[src/rtl/vga_ctrl_pkg.sv]
// Shared types for the VGA framebuffer write controller: coordinate widths,
// fill FSM states, arbiter grant ids and the pixel write payload.
package vga_ctrl_pkg;

    localparam int unsigned X_BITS     = 11;
    localparam int unsigned Y_BITS     = 11;
    localparam int unsigned COLOR_BITS = 2;
    localparam int unsigned HD         = 1280;
    localparam int unsigned VD         = 1024;

    typedef logic [X_BITS-1:0]     xcoord_t;
    typedef logic [Y_BITS-1:0]     ycoord_t;
    typedef logic [COLOR_BITS-1:0] color_t;

    typedef enum logic {IDLE, RUN} fill_state_t;

    typedef enum logic {GNT_HOST, GNT_FILL} gnt_id_t;

    typedef struct packed {
        xcoord_t x;
        ycoord_t y;
        color_t  color;
    } pixel_t;

    // Rectangle must be non-empty and lie inside the visible area.
    function automatic logic rect_legal(xcoord_t x0, xcoord_t x1, ycoord_t y0, ycoord_t y1);
        return (x0 <= x1) && (y0 <= y1) && (x1 < X_BITS'(HD)) && (y1 < Y_BITS'(VD));
    endfunction

endpackage

[src/rtl/vga_wr_arb.sv]
// Two-requester round-robin arbiter feeding a single registered write slot
// with a valid/ready handshake towards the framebuffer.
module vga_wr_arb
    import vga_ctrl_pkg::*;
(
    input  logic   clk_i,
    input  logic   rst_i,
    input  logic   host_req_i,
    input  pixel_t host_pix_i,
    input  logic   fill_req_i,
    input  pixel_t fill_pix_i,
    input  logic   fb_ready_i,
    output logic   host_gnt_c_o,
    output logic   fill_gnt_c_o,
    output pixel_t pix_o,
    output logic   we_o
);

    logic    we_q;
    pixel_t  pix_q;
    gnt_id_t last_q;

    logic can_load_c;
    logic host_win_c;
    logic fill_win_c;

    // On a tie the requester that did not win last time gets the slot.
    always_comb begin
        can_load_c = !we_q || fb_ready_i;
        host_win_c = can_load_c && !rst_i && host_req_i
                     && (!fill_req_i || (last_q == GNT_FILL));
        fill_win_c = can_load_c && !rst_i && fill_req_i && !host_win_c;
    end

    always_ff @(posedge clk_i) begin
        if (rst_i) begin
            we_q   <= 1'b0;
            pix_q  <= '0;
            last_q <= GNT_FILL;
        end else if (host_win_c) begin
            we_q   <= 1'b1;
            pix_q  <= host_pix_i;
            last_q <= GNT_HOST;
        end else if (fill_win_c) begin
            we_q   <= 1'b1;
            pix_q  <= fill_pix_i;
            last_q <= GNT_FILL;
        end else if (can_load_c) begin
            we_q   <= 1'b0;
        end
    end

    assign host_gnt_c_o = host_win_c;
    assign fill_gnt_c_o = fill_win_c;
    assign pix_o        = pix_q;
    assign we_o         = we_q;

endmodule

[src/rtl/vga_fb_write_ctrl.sv]
// Framebuffer write-side controller: shares the VGA write port between host
// single-pixel writes and a rectangle-fill engine.
module vga_fb_write_ctrl
    import vga_ctrl_pkg::*;
(
    input  logic                  clk_i,
    input  logic                  rst_i,
    input  logic                  host_req_i,
    input  logic [X_BITS-1:0]     host_x_i,
    input  logic [Y_BITS-1:0]     host_y_i,
    input  logic [COLOR_BITS-1:0] host_color_i,
    output logic                  host_ack_o,
    input  logic                  fill_start_i,
    input  logic                  fill_abort_i,
    input  logic [X_BITS-1:0]     fill_x0_i,
    input  logic [X_BITS-1:0]     fill_x1_i,
    input  logic [Y_BITS-1:0]     fill_y0_i,
    input  logic [Y_BITS-1:0]     fill_y1_i,
    input  logic [COLOR_BITS-1:0] fill_color_i,
    output logic                  fill_busy_o,
    output logic                  fill_done_o,
    output logic                  fill_err_o,
    input  logic                  fb_ready_i,
    output logic [X_BITS-1:0]     addr_x_o,
    output logic [Y_BITS-1:0]     addr_y_o,
    output logic [COLOR_BITS-1:0] color_o,
    output logic                  we_o
);

    fill_state_t state_q;
    xcoord_t     cx_q;
    xcoord_t     x0_q;
    xcoord_t     x1_q;
    ycoord_t     cy_q;
    ycoord_t     y1_q;
    color_t      col_q;
    logic        done_q;
    logic        err_q;

    logic   fill_req_c;
    logic   fill_gnt_c;
    logic   host_gnt_c;
    pixel_t host_pix_c;
    pixel_t fill_pix_c;
    pixel_t slot_pix;

    // Abort withdraws the fill request so no further pixel can be granted.
    always_comb begin
        fill_req_c = (state_q == RUN) && !fill_abort_i;
        host_pix_c = '{x: host_x_i, y: host_y_i, color: host_color_i};
        fill_pix_c = '{x: cx_q, y: cy_q, color: col_q};
    end

    vga_wr_arb u_arb (
        .clk_i        (clk_i),
        .rst_i        (rst_i),
        .host_req_i   (host_req_i),
        .host_pix_i   (host_pix_c),
        .fill_req_i   (fill_req_c),
        .fill_pix_i   (fill_pix_c),
        .fb_ready_i   (fb_ready_i),
        .host_gnt_c_o (host_gnt_c),
        .fill_gnt_c_o (fill_gnt_c),
        .pix_o        (slot_pix),
        .we_o         (we_o)
    );

    // Fill engine walks the rectangle in raster order, one pixel per grant.
    always_ff @(posedge clk_i) begin
        if (rst_i) begin
            state_q <= IDLE;
            cx_q    <= '0;
            cy_q    <= '0;
            x0_q    <= '0;
            x1_q    <= '0;
            y1_q    <= '0;
            col_q   <= '0;
            done_q  <= 1'b0;
            err_q   <= 1'b0;
        end else begin
            done_q <= 1'b0;
            err_q  <= 1'b0;
            case (state_q)
                IDLE: begin
                    if (fill_start_i) begin
                        if (rect_legal(fill_x0_i, fill_x1_i, fill_y0_i, fill_y1_i)) begin
                            x0_q    <= fill_x0_i;
                            x1_q    <= fill_x1_i;
                            y1_q    <= fill_y1_i;
                            col_q   <= fill_color_i;
                            cx_q    <= fill_x0_i;
                            cy_q    <= fill_y0_i;
                            state_q <= RUN;
                        end else begin
                            err_q   <= 1'b1;
                        end
                    end
                end
                RUN: begin
                    if (fill_abort_i) begin
                        state_q <= IDLE;
                    end else if (fill_gnt_c) begin
                        if (cx_q < x1_q) begin
                            cx_q <= cx_q + X_BITS'(1);
                        end else begin
                            cx_q <= x0_q;
                            if (cy_q == y1_q) begin
                                state_q <= IDLE;
                                done_q  <= 1'b1;
                            end else begin
                                cy_q <= cy_q + Y_BITS'(1);
                            end
                        end
                    end
                end
                default: state_q <= IDLE;
            endcase
        end
    end

    assign host_ack_o  = host_gnt_c;
    assign fill_busy_o = (state_q == RUN);
    assign fill_done_o = done_q;
    assign fill_err_o  = err_q;
    assign addr_x_o    = slot_pix.x;
    assign addr_y_o    = slot_pix.y;
    assign color_o     = slot_pix.color;

endmodule

[config.mk]
export PLATFORM = sky130hd
export DESIGN_NAME = vga_fb_write_ctrl
export DESIGN_NICKNAME = d
export VERILOG_FILES = /design/src/rtl/vga_ctrl_pkg.sv /design/src/rtl/vga_wr_arb.sv /design/src/rtl/vga_fb_write_ctrl.sv
export SDC_FILE = /design/constraint.sdc
export NUM_CORES = 1
export LEC_CHECK = 0
export BUFFER_PORTS_ARGS = -buffer_cell sky130_fd_sc_hd__buf_2
export CAP_MARGIN = 20
export CORE_AREA = 2 2 88 133
export CTS_CLUSTER_DIAMETER = 50
export DETAILED_ROUTE_END_ITERATION = 8
export DIE_AREA = 0 0 90 135
export GPL_TIMING_DRIVEN = 0
export PLACE_DENSITY = 0.73
export SLEW_MARGIN = 20
export SYNTH_ARGS = -nofsm -noshare
export SYNTH_HDL_FRONTEND = slang
export SYNTH_SLANG_ARGS = --single-unit
export TNS_END_PERCENT = 30
[constraint.sdc]
create_clock -name clk_i -period 2.6 [get_ports clk_i]
set_clock_uncertainty 0.05 [all_clocks]
set_input_delay 0.52 -clock clk_i [delete_from_list [all_inputs] [get_ports clk_i]]
set_output_delay 0.52 -clock clk_i [all_outputs]
set_load 0.01 [all_outputs]
Word level (Yosys, flattened, before mapping)
Index checks and enable logic that the tools add are counted.

storage, ports and cells
  bits in registers = 86
  output and inout bits = 29
  logic and storage cells = 83

operators by class
  add/sub/neg operators = 2
  reduce and logical (&&, ||, !) cells = 23
  equal/unequal tests = 7
  bitwise operators = 3
  muxes and demuxes = 29
  magnitude comparators = 5

operators with widths
  kind                     number
  $mux W11                 11
  $mux W24                 2
  $pmux W11 S2             2
  $add A11 B1 Y11 const B  2
  $le A11 B11 Y1           2
  $lt A11 B11 Y1 const B   2
  $mux W1                  13
  $eq A11 B11 Y1           1
  $lt A11 B11 Y1           1
  $ne A2 B2 Y1 const B     5
  $logic_and A1 B1 Y1      9
  $reduce_and A6 Y1        1
  $logic_not A1 Y1         5
  $reduce_or A5 Y1         1
  $reduce_and A4 Y1        1
  $not A1 Y1               3
  $reduce_and A3 Y1        1
  $reduce_bool A3 Y1       1
  $reduce_or A3 Y1         1
  $logic_or A1 B1 Y1       2
  $ne A2 B1 Y1 const B     1
  $pmux W1 S2              1
  $reduce_bool A2 Y1       1

Depth between registers and ports, before layout
Gate-level depths: netlist of the first run.

  word-level depth = 10
  mapped depth = 11
  mapped depth without buffers = 9

Cells and area by module
Synthesis of the first run repeated with hierarchy kept, for this count alone.

second synthesis, totals
  cells, all modules = 662
  area total of the unflattened synthesis = 5,356.4 sq um

by module, submodules not included
  module             sequential area each (sq um)  cells each  instances  area each (sq um)
  vga_fb_write_ctrl  1,201.2                       468         1          3,719.8
  vga_wr_arb         520.5                         194         1          1,636.6

Least setup slack after synthesis of the first run
Ideal clock, no wire load.

  path type = input-to-reg
  start = input fill_y1_i[2]
  end = register x0_q[6]
  data arrival time = 2,288 ps
  stages = 11
  path buffers = 2
  setup slack = 134 ps
  path through = inv_1 -> ha_1 -> a21oi_1 -> o21ai_1 -> and2_1 -> o41a_1 -> nor2_1 -> buf_4 -> buf_6 -> mux2i_1 -> nor2_1

between the ends
  word-level cells in the longest chain between the ends = 5
  elaborated cells on any way between the ends = 6
  classes of those cells = 2 x order compare; 4 x reduce/logical

ends and longest elaborated chain
  item                               RTL line                 RTL
  start, declared                    vga_fb_write_ctrl.sv:18  input logic [Y_BITS-1:0] fill_y1_i,
  $le A11 B11 Y1                     vga_ctrl_pkg.sv:27       return (x0 <= x1) && (y0 <= y1) && (x1 < X_BITS'(HD)) && (y1 < Y_BITS'(VD));
  $logic_and A1 B1 Y1 (2 in series)  vga_ctrl_pkg.sv:27
  $logic_and A1 B1 Y1 (*)            vga_ctrl_pkg.sv:27
  $reduce_and A3 Y1 (no line) (*)    n/a
  end signal, assigned               vga_fb_write_ctrl.sv:87  x0_q <= fill_x0_i;
  end, declared                      vga_fb_write_ctrl.sv:32  xcoord_t x0_q;

Every way passes the cells marked *; elsewhere a longest branch is shown, timed or not.
A chain may end at the register's enable or synchronous reset.

Final worst setup path of the first run
  start = input fill_x1_i[9]
  end = register x0_q[9]

between the ends
  word-level cells in the longest chain between the ends = 5
  elaborated cells on any way between the ends = 6
  classes of those cells = 2 x order compare; 4 x reduce/logical

ends and longest elaborated chain
  item                                   RTL line                 RTL
  start, declared                        vga_fb_write_ctrl.sv:16  input logic [X_BITS-1:0] fill_x1_i,
  $le A11 B11 Y1                         vga_ctrl_pkg.sv:27
  $logic_and A1 B1 Y1                    vga_ctrl_pkg.sv:27
  $logic_and A1 B1 Y1 (*) (2 in series)  vga_ctrl_pkg.sv:27
  $reduce_and A3 Y1 (no line) (*)        n/a

Marked as above.

==> qor.yml, run 1 <==
status: "finished clean"
drv_cap: 0
synth_area_leaders: "dfxtp_1 (36%), ha_1 (9.0%), mux2i_1 (8.9%), nor2_1 (6.6%), a222oi_1 (5.1%)"
cts.htree.levels: 3
cts_tree: "done"
power_density_mw_per_mm2: 593
dominantRegCellSynth: "dfxtp_1"
place_area_mm2: 0.00544
ant_nets: 0
cp-start-kind: "primary input"
crit_top_cell: "nor2_1"
synth_top_area_share_pct: 36.3
antenna_found_initial: 0
clock.fmax_mhz: 398
dp_hpwl_mm: 11.8
cpPeakStageDelay_ns: 0.39
async_flop_share_pct: 0
ys_warn_count: 0
period_share_pct: 96.7
tightest_slew_ns: 0.683
syn_inst: 543
chipWidth_um: 90
grt_pass1_wl_mm: 24.2
diodes: 0
yosysTopAreaCell: "dfxtp_1"
gp_congestion: 0.917
max_slew_margin_pct: 54.0
post-route-min-period_ns: 2.51
portBuffers: 103
syn_nets: 653
num_vias: 4749
dieHeight_um: 135
yosysUniqueCellTypes: 53
whs_ns: 0.372
synth-edff-count: 0
clk_pin_slew_ns: 0.07
ir_worst_vdd_mv: 0.444
worstPathArrival_ns: 2.67
clk_path_buf_depth: 2
worstPathRequired_ns: 2.76
clock_sinks: 86
final_cell_area_mm2: 0.00599
grt_start_max_net_pins: 15
grt_setup_unrepaired: "true"
path_buf_inv: 4
finalPower_w: 0.00355
routed_via_density: 5.81
fillers: 1048
cp_max_fo: 9
setup_viol: 0
crit_type: "in2reg"
syn_to_final_growth_pct: 26.3
first_pass_iters: 6
avgSynthCellArea_um2: 8.74
final_nets: 776
synth_seq_area_share_pct: 36.3
netlist_area_mm2: 0.00474
crit_chain: "buf_2 > inv_1 > ha_1 > nand4_1 > nor3_1 > o211ai_1 > nor2_1 > buf_6 > buf_12 > mux2i_1 > nor2_1"
clock_latency_ns: 0.35
drt_wl_total_mm: 15.5
drtIter0Drc: 409
grt-ovfl-total: 0
drive_above_1_share_pct: 24.5
critPathCaptureType: "register"
synth-seq-cells: 86
first_global_vias: 5003
synth.top_cells.by_count: "dfxtp_1 (86), nor2_1 (83), mux2i_1 (42)"
dieArea_mm2: 0.0122
post-route-drc-count: 0
cts-root-buf: "clkbuf_16"
start_util_pct: 43.4
io-pin-count: 105
crit_path_top_delay_cell: "nor3_1"
track_usage_pct: 25.1
p_leak_nw: 2.66
hold_violations: 0
cts_buffers: 9
finalMaxSlewViolations: 0
tns_ns: 0
synth.most_common_cell: "dfxtp_1"
routedWlPerCell_um: 19.0
hold_class: "in2reg"
core_mm2: 0.0109
worst_path_dominant_cell_family: "simple AND/OR/NAND/NOR gates"
rows: 47
==> tightest hold or removal path, delay by kind of cell <==
family	cells	cell delay [ns]
AOI/OAI and AO/OA	1	0.05
buffers and inverters	1	0.07
and+or+nand+nor	1	0.09
==> cell families (layout without fill, tap and decap cells) <==
group	count (synthesis)	in the layout	share of synthesized area [%]
and+or+nand+nor	158	158	14.7
AOI/OAI and AO/OA	126	126	20.4
DFF	86	86	36.3
buffers and inverters	75	202	6.54
muxes	44	44	9.34
adders and majority gates	34	34	8.97
xor gates and xnor gates	20	20	3.69
==> timing repair <==
action | 4_1_cts | 5_1_grt
buffers inserted | 1 | 6
gates cloned | 0 | 2
hold endpoints to repair | 0 | 0
setup endpoints to repair | 38 | 56
pin swaps | 1 | 7
resized for setup | 5 | 31
hold buffers | 0 | 0
==> routing by layer <==
metal / wire [um] / global-route usage (%) / vias up / part of all wire [%]
met1: 5500 / 24.7 / 2273 / 35
met2: 8510 / 48.2 / 184 / 55
met3: 730 / 3.91 / 59 / 4.7
li1: - / - / 2233 / -
met5: 0 / 0 / - / 0
met4: 763 / 16.0 / 0 / 4.9
==> final timing paths <==
check             slack (ns)          from  cells after the start         endpoint
setup / recovery        0.09  fill_x1_i[9]                     11          x0_q[9]
hold / removal          0.37  host_y_i[10]                      3  u_arb.pix_o[12]
setup reg to reg        0.13       cx_q[1]                      9         cx_q[10]
hold reg to reg         0.44      y1_q[10]                      1         y1_q[10]
==> sequential cells by signal, indices dropped and copies added (netlist names) <==
name and cells:
col_q 2, cx_q 11, cy_q 11, fill_busy_o 1, fill_done_o 1, fill_err_o 1, u_arb.last_q 1, u_arb.pix_o 24
u_arb.we_o 1, x0_q 11, x1_q 11, y1_q 11
==> layout by cell type, fill, tap and decap left out, types with 4 or more instances in the layout <==
cell / instances
buf_2: 103
dfxtp_1: 84
nor2_1: 83
mux2i_1: 42
inv_1: 40
ha_1: 31
nand2_1: 26
a222oi_1: 24
clkbuf_1: 22
a21oi_1: 22
xor2_1: 13
nand3_1: 12
clkbuf_16: 11
o21ai_0: 10
o211ai_1: 9
buf_4: 9
nand4_1: 8
a211oi_1: 8
o21ai_1: 7
xnor2_1: 7
nor2b_1: 5
and3_1: 5
nor3_1: 5
o211a_1: 5
clkbuf_4: 4
a31o_2: 4
==> cell type report <==
class	count	area, um2	share of cell area, %
plain buffers	33	196	3.28
clock buffers	10	229	3.82
clock inverters	5	85.1	1.42
inverters	42	158	2.63
multi-input cells	382	2800	46.7
flip-flops and latches	86	1720	28.8
well taps	147	184	3.07
repair buffers	112	618	10.3
==> metrics by stage <==
stage	util [%]	setup WS (ns)	std cells
2_1_floorplan	-	0.134	543
5_1_grt	54.8	-0.0452	817
3_3_place_gp	49.8	-0.410	793
3_5_place_dp	49.8	-0.514	793
4_1_cts	52.8	0.000989	809
6_report	54.8	0.0867	817
==> power breakdown <==
| group | total [W] | leakage, nW | switching (W) | internal, W |
|---|---|---|---|---|
| registers | 0.00143 | 0.700 | 0.0000612 | 0.00137 |
| logic | 0.000740 | 1.82 | 0.000427 | 0.000313 |
| clock network | 0.00137 | 0.149 | 0.000535 | 0.000840 |
| total | 0.00355 | 2.66 | 0.00102 | 0.00253 |
(Power assumes the default switching activity.)
==> run 2: changes to the inputs <==
--- a/config.mk
+++ b/config.mk
@@ -5,7 +5,7 @@
 export SDC_FILE = /design/constraint.sdc
 export NUM_CORES = 1
 export LEC_CHECK = 0
-export BUFFER_PORTS_ARGS = -buffer_cell sky130_fd_sc_hd__buf_2
+export BUFFER_PORTS_ARGS = -buffer_cell sky130_fd_sc_hd__clkbuf_2
 export CAP_MARGIN = 20
 export CORE_AREA = 2 2 88 133
 export CTS_CLUSTER_DIAMETER = 50
@@ -13,6 +13,7 @@
 export DIE_AREA = 0 0 90 135
 export GPL_TIMING_DRIVEN = 0
 export PLACE_DENSITY = 0.73
+export SETUP_SLACK_MARGIN = 0.02
 export SLEW_MARGIN = 20
 export SYNTH_ARGS = -nofsm -noshare
 export SYNTH_HDL_FRONTEND = slang
==> run 2 against run 1 <==
  * Largest cell class unchanged
  * Sequential cell count stayed put
  * Clock-buffer cell count stayed put
  * Worst hold slack better by 0.0033 ns
  * Non-clock buffer count is 4 higher
  * Clock power is 4% lower
  * Total power is 1.1% lower
  * Largest power group unchanged
  * Cell count is 0.61% higher
  * Core utilization is 0.71 points higher
  * Cell area is 1.3% higher
  * Setup slack better by 0.019 ns
  * Sequential share of layout area is 0.35 points lower
  * First-iteration DRC count is 0.98% higher
==> qor.yml, run 2 (same netlist as run 1, synthesis figures left out) <==
status: "finished clean"  # unchanged
setup_slack_ns: 0.106  # was 0.0867 ns
reg2reg_slack_ns: 0.16  # was 0.13 ns
largest_register_ffs: 24  # unchanged
multi_input_area_mm2: 0.00290  # was 0.00280 mm2
rows: 47  # unchanged
first_global_vias: 4874  # was 5003
p_leak_nw: 2.66  # about the same
worstPathArrival_ns: 2.68  # was 2.67 ns
grt_start_max_net_pins: 16  # was 15
final_nets: 780  # was 776
r2r_end: "cy_q[1]"  # was cx_q[10]
post-route-min-period_ns: 2.49  # was 2.51 ns
io-pin-count: 105  # unchanged
start_util_pct: 43.4  # unchanged
routedWlPerCell_um: 18.8  # was 19.0 um
max_slew_margin_pct: 57.2  # was 54.0%
post-route-drc-count: 0  # unchanged
clock.fmax_mhz: 401  # was 398 MHz
dp_hpwl_mm: 11.7  # was 11.8 mm
power_density_mw_per_mm2: 579  # was 593 mW/mm2
cp_max_fo: 6  # was 9
cts.htree.levels: 3  # unchanged
first_pass_iters: 8  # was 6
cts_buffers: 9  # unchanged
finalMaxSlewViolations: 0  # unchanged
grt-ovfl-total: 0  # unchanged
clock_sinks: 86  # unchanged
r2r_cells: 8  # was 9
routed_via_density: 5.87  # was 5.81
dieArea_mm2: 0.0122  # unchanged
worstPathRequired_ns: 2.78  # was 2.76 ns
hold_path_end: "u_arb.pix_o[23]"  # was u_arb.pix_o[12]
whs_ns: 0.375  # was 0.372 ns
grt_setup_unrepaired: "true"  # unchanged
worst_path_dominant_cell_family: "compound AO/OA/AOI/OAI gates"  # was simple AND/OR/NAND/NOR gates
clk_path_buf_depth: 2  # unchanged
final_cell_mix: "clkbuf_2 (105), dfxtp_1 (83), nor2_1 (82)"  # was buf_2 (103), dfxtp_1 (84), nor2_1 (83)
portBuffers: 103  # unchanged
clk_pin_slew_ns: 0.06  # was 0.07 ns
crit_type: "in2reg"  # unchanged
crit_chain: "clkbuf_2 > inv_1 > ha_4 > a41oi_2 > o21ai_2 > a211oi_2 > o211ai_1 > o21ai_2 > buf_6 > buf_6 > o21ai_1 > o221a_1"  # was buf_2 > inv_1 > ha_1 > nand4_1 > nor3_1 > o211ai_1 > nor2_1 > buf_6 > buf_12 > mux2i_1 > nor2_1
tightest_slew_ns: 0.635  # was 0.683 ns
reg2reg_from: "cy_q[0]"  # was cx_q[1]
track_usage_pct: 24.9  # was 25.1%
cpPeakStageDelay_ns: 0.33  # was 0.39 ns
drv_cap: 0  # unchanged
period_share_pct: 95.9  # was 96.7%
final_common_cell: "clkbuf_2"  # was buf_2
ant_nets: 0  # unchanged
gp_congestion: 0.919  # was 0.917
cts-root-buf: "clkbuf_16"  # unchanged
core_mm2: 0.0109  # unchanged
clock_latency_ns: 0.35  # about the same
chipWidth_um: 90  # unchanged
crit_path_top_delay_cell: "o21ai_2"  # was nor3_1
setup_viol: 0  # unchanged
critPathCaptureType: "register"  # unchanged
ir_worst_vdd_mv: 0.425  # was 0.444 mV
diodes: 0  # unchanged
cts_tree: "done"  # unchanged
cp-start-kind: "primary input"  # unchanged
num_vias: 4828  # was 4749
fillers: 1052  # was 1048
grt_pass1_wl_mm: 24.0  # was 24.2 mm
drive_above_1_share_pct: 26.8  # was 24.5%
path_buf_inv: 4  # unchanged
drt_wl_total_mm: 15.5  # about the same
hold_violations: 0  # unchanged
worstHoldStart: "host_x_i[10]"  # was host_y_i[10]
antenna_found_initial: 0  # unchanged
hold_class: "in2reg"  # unchanged
drtIter0Drc: 413  # was 409
dieHeight_um: 135  # unchanged
dpl_worst_slack_ns: -0.439  # was -0.514 ns
holdPathStages: 3  # unchanged
syn_to_final_growth_pct: 27.9  # was 26.3%
regArea_mm2: 0.00173  # was 0.00172 mm2
startpoint: "fill_x1_i[5]"  # was fill_x1_i[9]
cts_hold_buffers: 0  # unchanged
run 2: cell count changes in the layout (fill, tap and decap cells not counted), sizes merged:
cell,previous run,this run
clkinvlp,1,4
inv,41,42
clkinv,3,1
bufinv,2,1
buf,116,20
clkbuf,39,139
run 2: worst max path at each step:
stage | endpoint | slack (ns) | cells after the start
CTS | cy_q[8] | 0.02 | 11
finish | cx_q[10] | 0.11 | 12
detailed placement | cy_q[8] | -0.44 | 11
global route | cx_q[10] | 0.006 | 12
floorplan | x0_q[6] | 0.13 | 11
global placement | cy_q[2] | -0.41 | 11
run 2: routing by layer:
metal / routed length (um) / up-vias / global-route usage [%]
li1: - / 2245 / -
met1: 5310 / 2272 / 25.6
met2: 8350 / 231 / 47.0
met3: 892 / 80 / 4.19
met4: 935 / 0 / 15.0
met5: 0 / - / 0
run 2: cell type report:
type / count / area share, %
timing repair buffer: 116 / 10.1
clock buffer: 10 / 3.94
tap: 147 / 3.03
multi-input combinational: 382 / 47.7
buffer: 33 / 2.99
sequential: 86 / 28.4
clock inverter: 6 / 1.13
inverter: 42 / 2.60
run 2: report_power, final:
| part | switching, W | internal, W | total [W] |
|---|---|---|---|
| Sequential | 0.0000616 | 0.00137 | 0.00144 |
| Clock | 0.000547 | 0.000773 | 0.00132 |
| Combinational | 0.000436 | 0.000318 | 0.000754 |
| Total | 0.00105 | 0.00247 | 0.00351 |
run 2: through the flow:
step / utilization [%] / power (W) / setup TNS (ns) / instances / area (um2)
floorplan: - / 0.00187 / 0 / 543 / 4740
global placement: 49.8 / 0.00209 / -16.49 / 793 / 5440
detailed placement: 49.8 / 0.00212 / -19.11 / 793 / 5440
CTS: 52.7 / 0.00343 / 0 / 809 / 5760
global route: 55.5 / 0.00365 / 0 / 822 / 6070
finish: 55.5 / 0.00351 / 0 / 822 / 6070
run 2: what timing repair did:
action / 4_1_cts / 5_1_grt
gates resized for setup: 5 / 41
buffers inserted: 0 / 12
endpoints found under the hold margin: 0 / 0
gates cloned: 0 / 1
pin swaps: 0 / 8
endpoints found under the setup margin: 36 / 52
run 2: tightest hold or removal path, cell delays in order:
cell and delay (ns):
clkbuf_2 0.08, a222oi_1 0.05, nor2_1 0.08
